--- config.mk ---
export PLATFORM = sky130hd
export DESIGN_NAME = rr_stream_mux
export DESIGN_NICKNAME = d
export VERILOG_FILES = /design/src/rtl/mux_pkg.sv /design/src/rtl/rr_arbiter.sv /design/src/rtl/rr_stream_mux.sv
export SDC_FILE = /design/constraint.sdc
export NUM_CORES = 1
export LEC_CHECK = 0
export CELL_PAD_IN_SITES_DETAIL_PLACEMENT = 1
export CELL_PAD_IN_SITES_GLOBAL_PLACEMENT = 1
export CORE_MARGIN = 4
export CORE_UTILIZATION = 29
export DETAILED_ROUTE_END_ITERATION = 12
export PLACE_DENSITY_LB_ADDON = 0.15
export SLEW_MARGIN = 20
export SYNTH_ARGS = -nofsm -noshare
export SYNTH_HDL_FRONTEND = slang
export SYNTH_SLANG_ARGS = --single-unit
--- constraint.sdc ---
create_clock -name clk -period 2.5 [get_ports clk]
set_input_delay 0.5 -clock clk [delete_from_list [all_inputs] [get_ports clk]]
set_output_delay 0.5 -clock clk [all_outputs]
set_load 0.005 [all_outputs]
--- src/rtl/mux_pkg.sv ---
// Shared definitions for the streaming multiplexer slice: mode encodings,
// packet-lock FSM states and the constant log2 used to size select fields.
package mux_pkg;

  localparam logic MODE_FIXED = 1'b0;
  localparam logic MODE_RR    = 1'b1;

  typedef enum logic {
    ST_IDLE   = 1'b0,
    ST_LOCKED = 1'b1
  } lock_state_t;

  // Ceiling log2, usable in parameter declarations.
  function automatic int unsigned clog2(input int unsigned n);
    int unsigned r;
    r = 0;
    for (int unsigned i = 0; i < 32; i++) begin
      if ((32'd1 << i) < n) r = i + 1;
    end
    return r;
  endfunction

endpackage

--- src/rtl/rr_arbiter.sv ---
// Rotating-priority encoder: picks the first requesting channel after ptr,
// wrapping modulo NCH. Purely combinational.
module rr_arbiter
  import mux_pkg::*;
#(
  parameter int unsigned NCH  = 4,
  parameter int unsigned SELW = clog2(NCH)
) (
  input  logic [NCH-1:0]  req,
  input  logic [SELW-1:0] ptr,
  output logic [SELW-1:0] grant,
  output logic            grant_valid
);

  // Search ptr+1, ptr+2, ... ptr+NCH; the first hit wins.
  always_comb begin
    grant       = '0;
    grant_valid = 1'b0;
    for (int unsigned i = 1; i <= NCH; i++) begin
      if (!grant_valid && req[(32'(ptr) + i) % NCH]) begin
        grant       = SELW'((32'(ptr) + i) % NCH);
        grant_valid = 1'b1;
      end
    end
  end

endmodule

--- src/rtl/rr_stream_mux.sv ---
// N-channel valid/ready stream multiplexer with a single registered output
// stage. Channel choice is either an external select or round-robin.
// Optional packet lock (define MUX_PKT_LOCK_EN): once a packet starts, the
// channel keeps the grant until its in_last beat has been transferred.
module rr_stream_mux
  import mux_pkg::*;
#(
  parameter int unsigned NCH   = 4,
  parameter int unsigned WIDTH = 8,
  parameter int unsigned SELW  = clog2(NCH)
) (
  input  logic                 clk,
  input  logic                 rst,
  input  logic                 mode,
  input  logic [SELW-1:0]      sel,
  input  logic [NCH*WIDTH-1:0] in_data,
  input  logic [NCH-1:0]       in_valid,
  output logic [NCH-1:0]       in_ready,
`ifdef MUX_PKT_LOCK_EN
  input  logic [NCH-1:0]       in_last,
`endif
  output logic [WIDTH-1:0]     out_data,
  output logic                 out_valid,
  output logic [SELW-1:0]      out_ch,
  input  logic                 out_ready
);

  logic             load;
  logic             xfer;
  logic [SELW-1:0]  ptr;
  logic [SELW-1:0]  rr_grant;
  logic             rr_valid;
  logic [SELW-1:0]  arb_idx;
  logic             arb_valid;
  logic [SELW-1:0]  grant_idx;
  logic             grant_valid;
  logic [WIDTH-1:0] grant_data;

  rr_arbiter #(
    .NCH  (NCH),
    .SELW (SELW)
  ) u_arb (
    .req         (in_valid),
    .ptr         (ptr),
    .grant       (rr_grant),
    .grant_valid (rr_valid)
  );

  // Output register can take a new beat when empty or being drained.
  assign load = !out_valid || out_ready;

  // Mode-dependent grant: external select (range-checked) or round-robin.
  always_comb begin
    arb_idx   = '0;
    arb_valid = 1'b0;
    if (mode == MODE_RR) begin
      arb_idx   = rr_grant;
      arb_valid = rr_valid;
    end else if (32'(sel) < NCH) begin
      arb_idx   = sel;
      arb_valid = in_valid[sel];
    end
  end

`ifdef MUX_PKT_LOCK_EN
  lock_state_t     lock_state;
  logic [SELW-1:0] lock_ch;

  // A locked packet overrides both mode and sel until its last beat.
  always_comb begin
    grant_idx   = arb_idx;
    grant_valid = arb_valid;
    if (lock_state == ST_LOCKED) begin
      grant_idx   = lock_ch;
      grant_valid = in_valid[lock_ch];
    end
  end

  // Packet-lock FSM: lock on a non-last beat, release on the last beat.
  always_ff @(posedge clk or posedge rst) begin
    if (rst) begin
      lock_state <= ST_IDLE;
      lock_ch    <= '0;
    end else if (xfer) begin
      case (lock_state)
        ST_IDLE: begin
          if (!in_last[grant_idx]) begin
            lock_state <= ST_LOCKED;
            lock_ch    <= grant_idx;
          end
        end
        ST_LOCKED: begin
          if (in_last[grant_idx]) lock_state <= ST_IDLE;
        end
        default: lock_state <= ST_IDLE;
      endcase
    end
  end
`else
  assign grant_idx   = arb_idx;
  assign grant_valid = arb_valid;
`endif

  // A granted channel is always valid, so a grant plus load is a transfer.
  assign xfer       = load && grant_valid && !rst;
  assign grant_data = in_data[32'(grant_idx)*WIDTH +: WIDTH];

  // Ready is one-hot on the granted channel, or all zero.
  always_comb begin
    in_ready = '0;
    if (xfer) in_ready[grant_idx] = 1'b1;
  end

  // Output register stage and round-robin pointer.
  always_ff @(posedge clk or posedge rst) begin
    if (rst) begin
      out_valid <= 1'b0;
      out_data  <= '0;
      out_ch    <= '0;
      ptr       <= SELW'(NCH - 1);
    end else if (load) begin
      if (xfer) begin
        out_valid <= 1'b1;
        out_data  <= grant_data;
        out_ch    <= grant_idx;
        ptr       <= grant_idx;
      end else begin
        out_valid <= 1'b0;
      end
    end
  end

endmodule

After elaboration in Yosys (flattened, before gate mapping)

Index checks and enable logic that the tools add are counted.

Input bits: 42
Output and inout bits: 15
Word-level logic and storage cells: 53
Bits in read-only memories: 0
Bits in latches: 0
Bits in writable memories: 0
Memories: 0
Register bits: 13

Bitwise operators: 0
Order comparisons: 7
Div/mod/pow operators: 0
Reduce and logical (&&, ||, !) cells: 13
Shift operators: 1
Equal/unequal tests: 0
Multipliers: 0
Mux-type cells: 24
Add/subtract/negate cells: 4

Operator list:

| kind                | number |
|---|---|
| $shiftx 32x6->8     | 1 |
| $lt 2x3->1 const B  | 6 |
| $mux 1              | 12 |
| $bmux 1 s2          | 5 |
| $mux 2              | 5 |
| $logic_and 1x1->1   | 6 |
| $logic_not 1->1     | 5 |
| $add 2x1->2 const B | 2 |
| $add 2x2->2 const B | 2 |
| $mux 4              | 1 |
| $demux 1 s2         | 1 |
| $ge 2x1->1 const B  | 1 |
| $reduce_and 2->1    | 1 |
| $logic_or 1x1->1    | 1 |

Logic depth before layout (Yosys ltp)

Gate-level depths: netlist (run 1).

Depth after elaboration: 19
Mapped depth: 8
Gate-level depth less buffers: 6

Hierarchy

Synthesis (run 1) repeated with hierarchy kept, for this count alone.

Cells, all modules: 85
Area, all modules: 975.9 µm²

By module, submodules not included:

| module        | instances | area each (µm²) | cells an instance |
|---|---|---|---|
| rr_stream_mux | 1         | 884.6           | 71 |
| rr_arbiter    | 1         | 91.3            | 14 |

Worst setup path before layout (run 1)

No wires, ideal clock.

Path type: input port to output port
Start: input sel[0]
End: output in_ready[1]
Buffers on the path: 2
Arrival time: 1.670 ns
Stages on the path: 5
Slack: 0.330 ns
Required time: 2.000 ns
Cells stage by stage: buf_2 -> mux4_2 -> o211a_1 -> clkbuf_1 -> and3_1

Cells in the longest elaborated chain, start to end: 6

Ends and longest elaborated chain:

| element                                                                  | line                                       | text |
|---|---|---|
| start, declared                                                          | rr_stream_mux.sv:15                        | `input logic [SELW-1:0] sel,` |
| $mux 2 / $bmux 1 s2 (equally long branches)                              | rr_stream_mux.sv:56, rr_stream_mux.sv:61   |  |
| $lt 2x3->1 (implied by the code) (tied with other cells)                 | rr_stream_mux.sv:111                       | `if (xfer) in_ready[grant_idx] = 1'b1;` |
| $logic_and 1x1->1 (implied by the code) / $mux 1 (equally long branches) | rr_stream_mux.sv:111, rr_stream_mux.sv:56  |  |
| $mux 1 (implied by the code) / $logic_and 1x1->1 (equally long branches) | rr_stream_mux.sv:111, rr_stream_mux.sv:105 |  |
| $demux 1 s2 / $logic_and 1x1->1 (equally long branches)                  | rr_stream_mux.sv:111, rr_stream_mux.sv:105 |  |
| $mux 4 (*)                                                               | rr_stream_mux.sv:111                       |  |
| end, declared                                                            | rr_stream_mux.sv:18                        | `output logic [NCH-1:0] in_ready,` |

Every way passes the cells marked *; elsewhere a longest branch is shown, timed or not. The select of a mux whose other input is x is not followed.

Final worst setup path (run 1)

Start: input in_valid[3]
End: output in_ready[2]

Cells in the longest elaborated chain, start to end: 18

Ends and longest elaborated chain:

| element                                                               | line                 | text |
|---|---|---|
| start, declared                                                       | rr_stream_mux.sv:17  | `input logic [NCH-1:0] in_valid,` |
| $bmux 1 s2                                                            | rr_arbiter.sv:20     | `if (!grant_valid && req[(32'(ptr) + i) % NCH]) begin` |
| $mux 1 (implied by the code)                                          | rr_arbiter.sv:20     |  |
| $mux 1                                                                | rr_arbiter.sv:20     |  |
| $logic_not 1->1                                                       | rr_arbiter.sv:20     |  |
| $logic_and 1x1->1                                                     | rr_arbiter.sv:20     |  |
| $mux 1                                                                | rr_arbiter.sv:20     |  |
| $logic_not 1->1                                                       | rr_arbiter.sv:20     |  |
| $logic_and 1x1->1                                                     | rr_arbiter.sv:20     |  |
| [2 not listed]                                                        | n/a                  |  |
| $logic_and 1x1->1                                                     | rr_arbiter.sv:20     |  |
| $mux 2                                                                | rr_arbiter.sv:20     |  |
| $mux 2                                                                | rr_stream_mux.sv:56  | `if (mode == MODE_RR) begin` |
| $lt 2x3->1 (implied by the code) / $ge 2x1->1 (equally long branches) | rr_stream_mux.sv:111 |  |
| $logic_and 1x1->1 (implied by the code)                               | rr_stream_mux.sv:111 |  |
| $mux 1 (implied by the code)                                          | rr_stream_mux.sv:111 |  |
| $demux 1 s2                                                           | rr_stream_mux.sv:111 |  |
| $mux 4 (*)                                                            | rr_stream_mux.sv:111 |  |

Marked as above.

==> results.txt, run 1 <==
----------------------------------------------------
[Synthesis]
  Dominant combinational cell family by area after synthesis ... compound AO/OA/AOI/OAI gates
  Biggest area contributors in the synthesized netlist ... sky130_fd_sc_hd__dfrtp_1, sky130_fd_sc_hd__a2111oi_2, sky130_fd_sc_hd__nor2_1, sky130_fd_sc_hd__mux2i_1, sky130_fd_sc_hd__a221oi_1
  Mux cell area share after synthesis ... 0.08903
  Number of nets produced by synthesis ... 169
  Count of unique library cells instantiated by Yosys ... 38
  Count of mapped cells out of synthesis ... 127
  Seq/Total Area, Yosys ... 0.2845
  Adder and majority cell fraction of the synthesized area ... 0
  Post-Syn Area per Cell ... 9.074 µm²
  Synth Warn # ... 0
  Basic-gate share of the synthesized area counting and, or, nand and nor cells ... 0.2432
  Synthesized area ... ~1200 µm²
  Xor and xnor fraction of the mapped netlist area ... 0
  Yosys reg bits ... 13
  Portion of synthesized cell area occupied by the leading cell type ... 0.2389
  Compound-gate portion of the synthesized area ... 0.3366
  Library cell with the largest summed area after synthesis ... sky130_fd_sc_hd__dfrtp_1

[Finish]
  Synthesis-to-layout area growth ... 76.66%
  Post-layout net count ... roughly 250
  Final core utilization ... 0.5438
  Share of post-route cells with drive strength above 1 ... 0.3221
  Antenna cells ... 0
  Filler Cell Count ... approximately 440

[Clock network]
  Total number of H-tree levels ... 1
  Clock tree buffer depth ... 2
  Num CTS Buffers ... 3
  # hold bufs at CTS ... 0
  Clock transition at path regs ... 0.06 ns
  Buffer cell driving the clock tree root ... sky130_fd_sc_hd__clkbuf_8
  TritonCTS clock tree ... built
  Clk sink count ... 13
  Latest clock arrival within the worst-skew pair ... 0.25 ns

[Die]
  Floorplan die area ... approximately 5000 µm²
  Die outline height ... 71.04 µm
  Starting utilization of the core area ... 0.3078
  Rows ... 22
  Core Footprint ... 3744 µm²
  Number of primary I/O pins ... between 50 and 60
  Die boundary width ... 71.04 µm

[Worst hold path]
  Min-Delay Path Class ... reg2reg

[Routing]
  Detail-routed via count per cell ... roughly 5.4
  Number of routed nets with antenna violations ... 0
  Total Wirelength ... ~4500 µm
  Post-route DRC violation count ... 0
  Number of detailed-routing iterations run before antenna repair ... 4
  Detailed router's first-iteration violation count ... 45
  Via total after detailed routing ... 1377
  Detailed-route wire length per cell ... 17.72 µm

[STA]
  Post-layout min period ... 2.516 ns
  Number of hold-slack violations in the final timing report ... 0
  Tightest Pin Transition ... 0.5796 ns
  Unrepaired setup endpoints after global routing ... true
  Final setup vio count ... 1
  FMAX ... ~400 MHz
  Remaining max-slew budget at the tightest pin ... 0.6122
  Final cycle utilization of the critical path ... 1.007
  Setup ws final ... -0.01643 ns
  Clock skew after layout ... 0.001785 ns
  Count of final max-slew check failures ... 0

[Worst setup path]
  Count of buffering cells on the critical path with inverters included ... 3
  Cell with the most instances on the worst path ... sky130_fd_sc_hd__clkdlybuf4s15_2
  Category of the worst setup path capture point ... output port
  Cell family contributing the most delay on the critical path ... compound AO/OA/AOI/OAI gates
  Cell chain of the critical path ... clkdlybuf4s15_2 > o41ai_4 > a21boi_4 > a41oi_4 > buf_4 > nor3_2 > clkdlybuf4s15_2
  Standard cell with the maximum stage delay on the critical path ... sky130_fd_sc_hd__o41ai_4
  Data required, critical path ... ~2.0 ns
  Crit path launch type ... input pin
  Critical-path maximum fanout ... 7
  Highest cell delay on the worst timing path ... 0.37 ns
  Crit path arrival time ... approximately 2 ns
  Setup CP Type ... in2out

[Power and ir drop]
  Leakage component of the power ... ~0.83 nW
  Pwr/cell area ... 545.9 nW/µm²
  Worst VDD drop ... roughly 0.27 mV

[Global route]
  First-pass GRT wire length ... between 7000 and 8000 µm
  GR Util All Layers ... 0.1807
  Pin count of the biggest net entering global routing ... 14
  Total overflow reported by the global router ... 0
  Number of antenna violations at the first check in global routing ... 0
  Vias in the first global route ... 1491

[Outcome]
  Run status ... finished, violations left
  Failing checks ... negative setup slack

[Place]
  Final weighted congestion of routability-driven global placement ... roughly 0.81
  DP HPWL ... approximately 3500 µm
  DP Worst Slack ... -0.6164 ns
  Quantity of I/O buffers inserted on ports ... 56

[Run]
  Maxcap violations ... 0

----------------------------------------------------
## final timing paths
kind,start,endpoint,slack [ns],cells after the start
setup / recovery,in_valid[3],in_ready[2],-0.02,7
hold / removal,out_ch[0],out_ch[0],0.49,2
setup reg to reg,ptr[1],out_data[4],0.22,9
hold reg to reg,out_ch[0],out_ch[0],0.49,2
max in group asynchronous,rst,ptr[0],1.49,2
min in group asynchronous,rst,out_data[4],0.64,2
## per-stage QoR
step | instance area [µm²] | total power [W] | setup TNS, ns | std cells | hold slack, ns
after CTS | 2016 | 0.001107 | -0.01387 | 256 | 0.5002
final | 2036 | 0.001111 | -0.01643 | 256 | 0.4926
after global routing | 2036 | 0.001185 | -0.08198 | 256 | 0.5515
after detailed placement | 1929 | 0.0008988 | -4.615 | 249 | 0.4859
after global placement | 1929 | 0.0008788 | -4.102 | 249 | 0.4621
after floorplan | 1152 | 0.0005738 | 0 | 127 | 0.3755
## kinds of logic (layout without fill, tap and decap cells)
logic type	Yosys count	in the layout
AOI/OAI and AO/OA	40	40
and+or+nand+nor	55	55
buffers and inverters	10	91
muxes	9	9
DFF	13	13
## per-layer routing
metal,GRT usage,vias up,share of wire
li1,-,653,-
met1,0.2169,682,0.40
met2,0.3285,37,0.55
met3,0.03551,5,0.041
met4,0.04384,0,0.0088
met5,0,-,0
## worst reg2reg max path: cells and delay by family (launching register included)
| kind | cells | cell delay, ns |
|---|---|---|
| buffers and inverters | 3 | 0.52 |
| AO/OA/AOI/OAI | 4 | 0.91 |
| flip-flops | 1 | 0.57 |
| AND/OR/NAND/NOR | 2 | 0.14 |
## registers in the layout, indices dropped and copies added (netlist names)
name       count
out_valid      1
ptr            2
out_data       8
out_ch         2
## cells in the mapped netlist
master,number
sky130_fd_sc_hd__nor2_1,25
sky130_fd_sc_hd__dfrtp_1,11
sky130_fd_sc_hd__nand2_1,9
sky130_fd_sc_hd__a211oi_1,8
sky130_fd_sc_hd__a221oi_1,8
sky130_fd_sc_hd__mux2i_1,8
sky130_fd_sc_hd__a2111oi_2,7
sky130_fd_sc_hd__nor2b_2,7
sky130_fd_sc_hd__buf_2,4
sky130_fd_sc_hd__nand2b_1,3
sky130_fd_sc_hd__a21o_1,2
sky130_fd_sc_hd__a21oi_1,2
sky130_fd_sc_hd__and3_1,2
sky130_fd_sc_hd__clkbuf_1,2
sky130_fd_sc_hd__dfstp_2,2
sky130_fd_sc_hd__inv_1,2
sky130_fd_sc_hd__nand3_1,2
sky130_fd_sc_hd__nor2b_1,2
sky130_fd_sc_hd__nor3_1,2
sky130_fd_sc_hd__a2111oi_0,1
sky130_fd_sc_hd__a21boi_1,1
sky130_fd_sc_hd__a31oi_2,1
sky130_fd_sc_hd__a41oi_2,1
sky130_fd_sc_hd__and3b_1,1
sky130_fd_sc_hd__buf_4,1
sky130_fd_sc_hd__buf_6,1
sky130_fd_sc_hd__mux4_2,1
sky130_fd_sc_hd__nor3b_1,1
sky130_fd_sc_hd__o2111ai_1,1
sky130_fd_sc_hd__o211a_1,1
sky130_fd_sc_hd__o211ai_2,1
sky130_fd_sc_hd__o21ai_0,1
sky130_fd_sc_hd__o21ai_1,1
sky130_fd_sc_hd__o22ai_1,1
sky130_fd_sc_hd__o311a_1,1
sky130_fd_sc_hd__o311ai_1,1
sky130_fd_sc_hd__o41ai_2,1
sky130_fd_sc_hd__or3b_4,1
## layout by cell type (no fill, tap or decap), types with 7 or more instances in the layout
| master | Yosys | layout |
|---|---|---|
| sky130_fd_sc_hd__nand2_1 | 9 | 9 |
| sky130_fd_sc_hd__a221oi_1 | 8 | 8 |
| sky130_fd_sc_hd__clkdlybuf4s50_1 | 0 | 45 |
| sky130_fd_sc_hd__a2111oi_2 | 7 | 7 |
| sky130_fd_sc_hd__buf_4 | 1 | 27 |
| sky130_fd_sc_hd__a211oi_1 | 8 | 8 |
| sky130_fd_sc_hd__nor2b_2 | 7 | 7 |
| sky130_fd_sc_hd__dfrtp_1 | 11 | 11 |
| sky130_fd_sc_hd__nor2_1 | 25 | 25 |
| sky130_fd_sc_hd__mux2i_1 | 8 | 8 |
## report_power, final
group / leakage [nW] / switching [W] / internal (W) / total [W]
clock: 0.0228 / 0.0000803 / 0.000113 / 0.000193
combinational: 0.663 / 0.000262 / 0.000327 / 0.000589
sequential: 0.145 / 0.0000490 / 0.000281 / 0.000330
## final cells by class
cell class	count	area [µm²]	area share
clock buffer	4	45.04	0.02213
inverter	2	7.507	0.003688
multi-input combinational	104	828.3	0.4069
sequential	13	327.8	0.1610
tap	48	60.06	0.02950
timing repair buffer	85	767.0	0.3768
## repair_timing
| action | CTS | global route |
|---|---|---|
| pin swaps | 3 | 5 |
| gates resized for setup | 31 | 9 |
| endpoints found under the setup margin | 8 | 4 |
| setup buffers | 3 | 0 |
No activity file was read; power rests on OpenSTA's default activity.
==> run 2, diff against run 1 <==
HOLD_SLACK_MARGIN = 0.02   (was default)
==> results of run 2 <==
No change in the layout: final DEF, timing and power equal those of run 1.
==> run 3, diff against run 2 <==
SLEW_MARGIN = 25   (was 20)
==> results of run 3 <==
No change in the layout: final DEF, timing and power equal those of run 1.
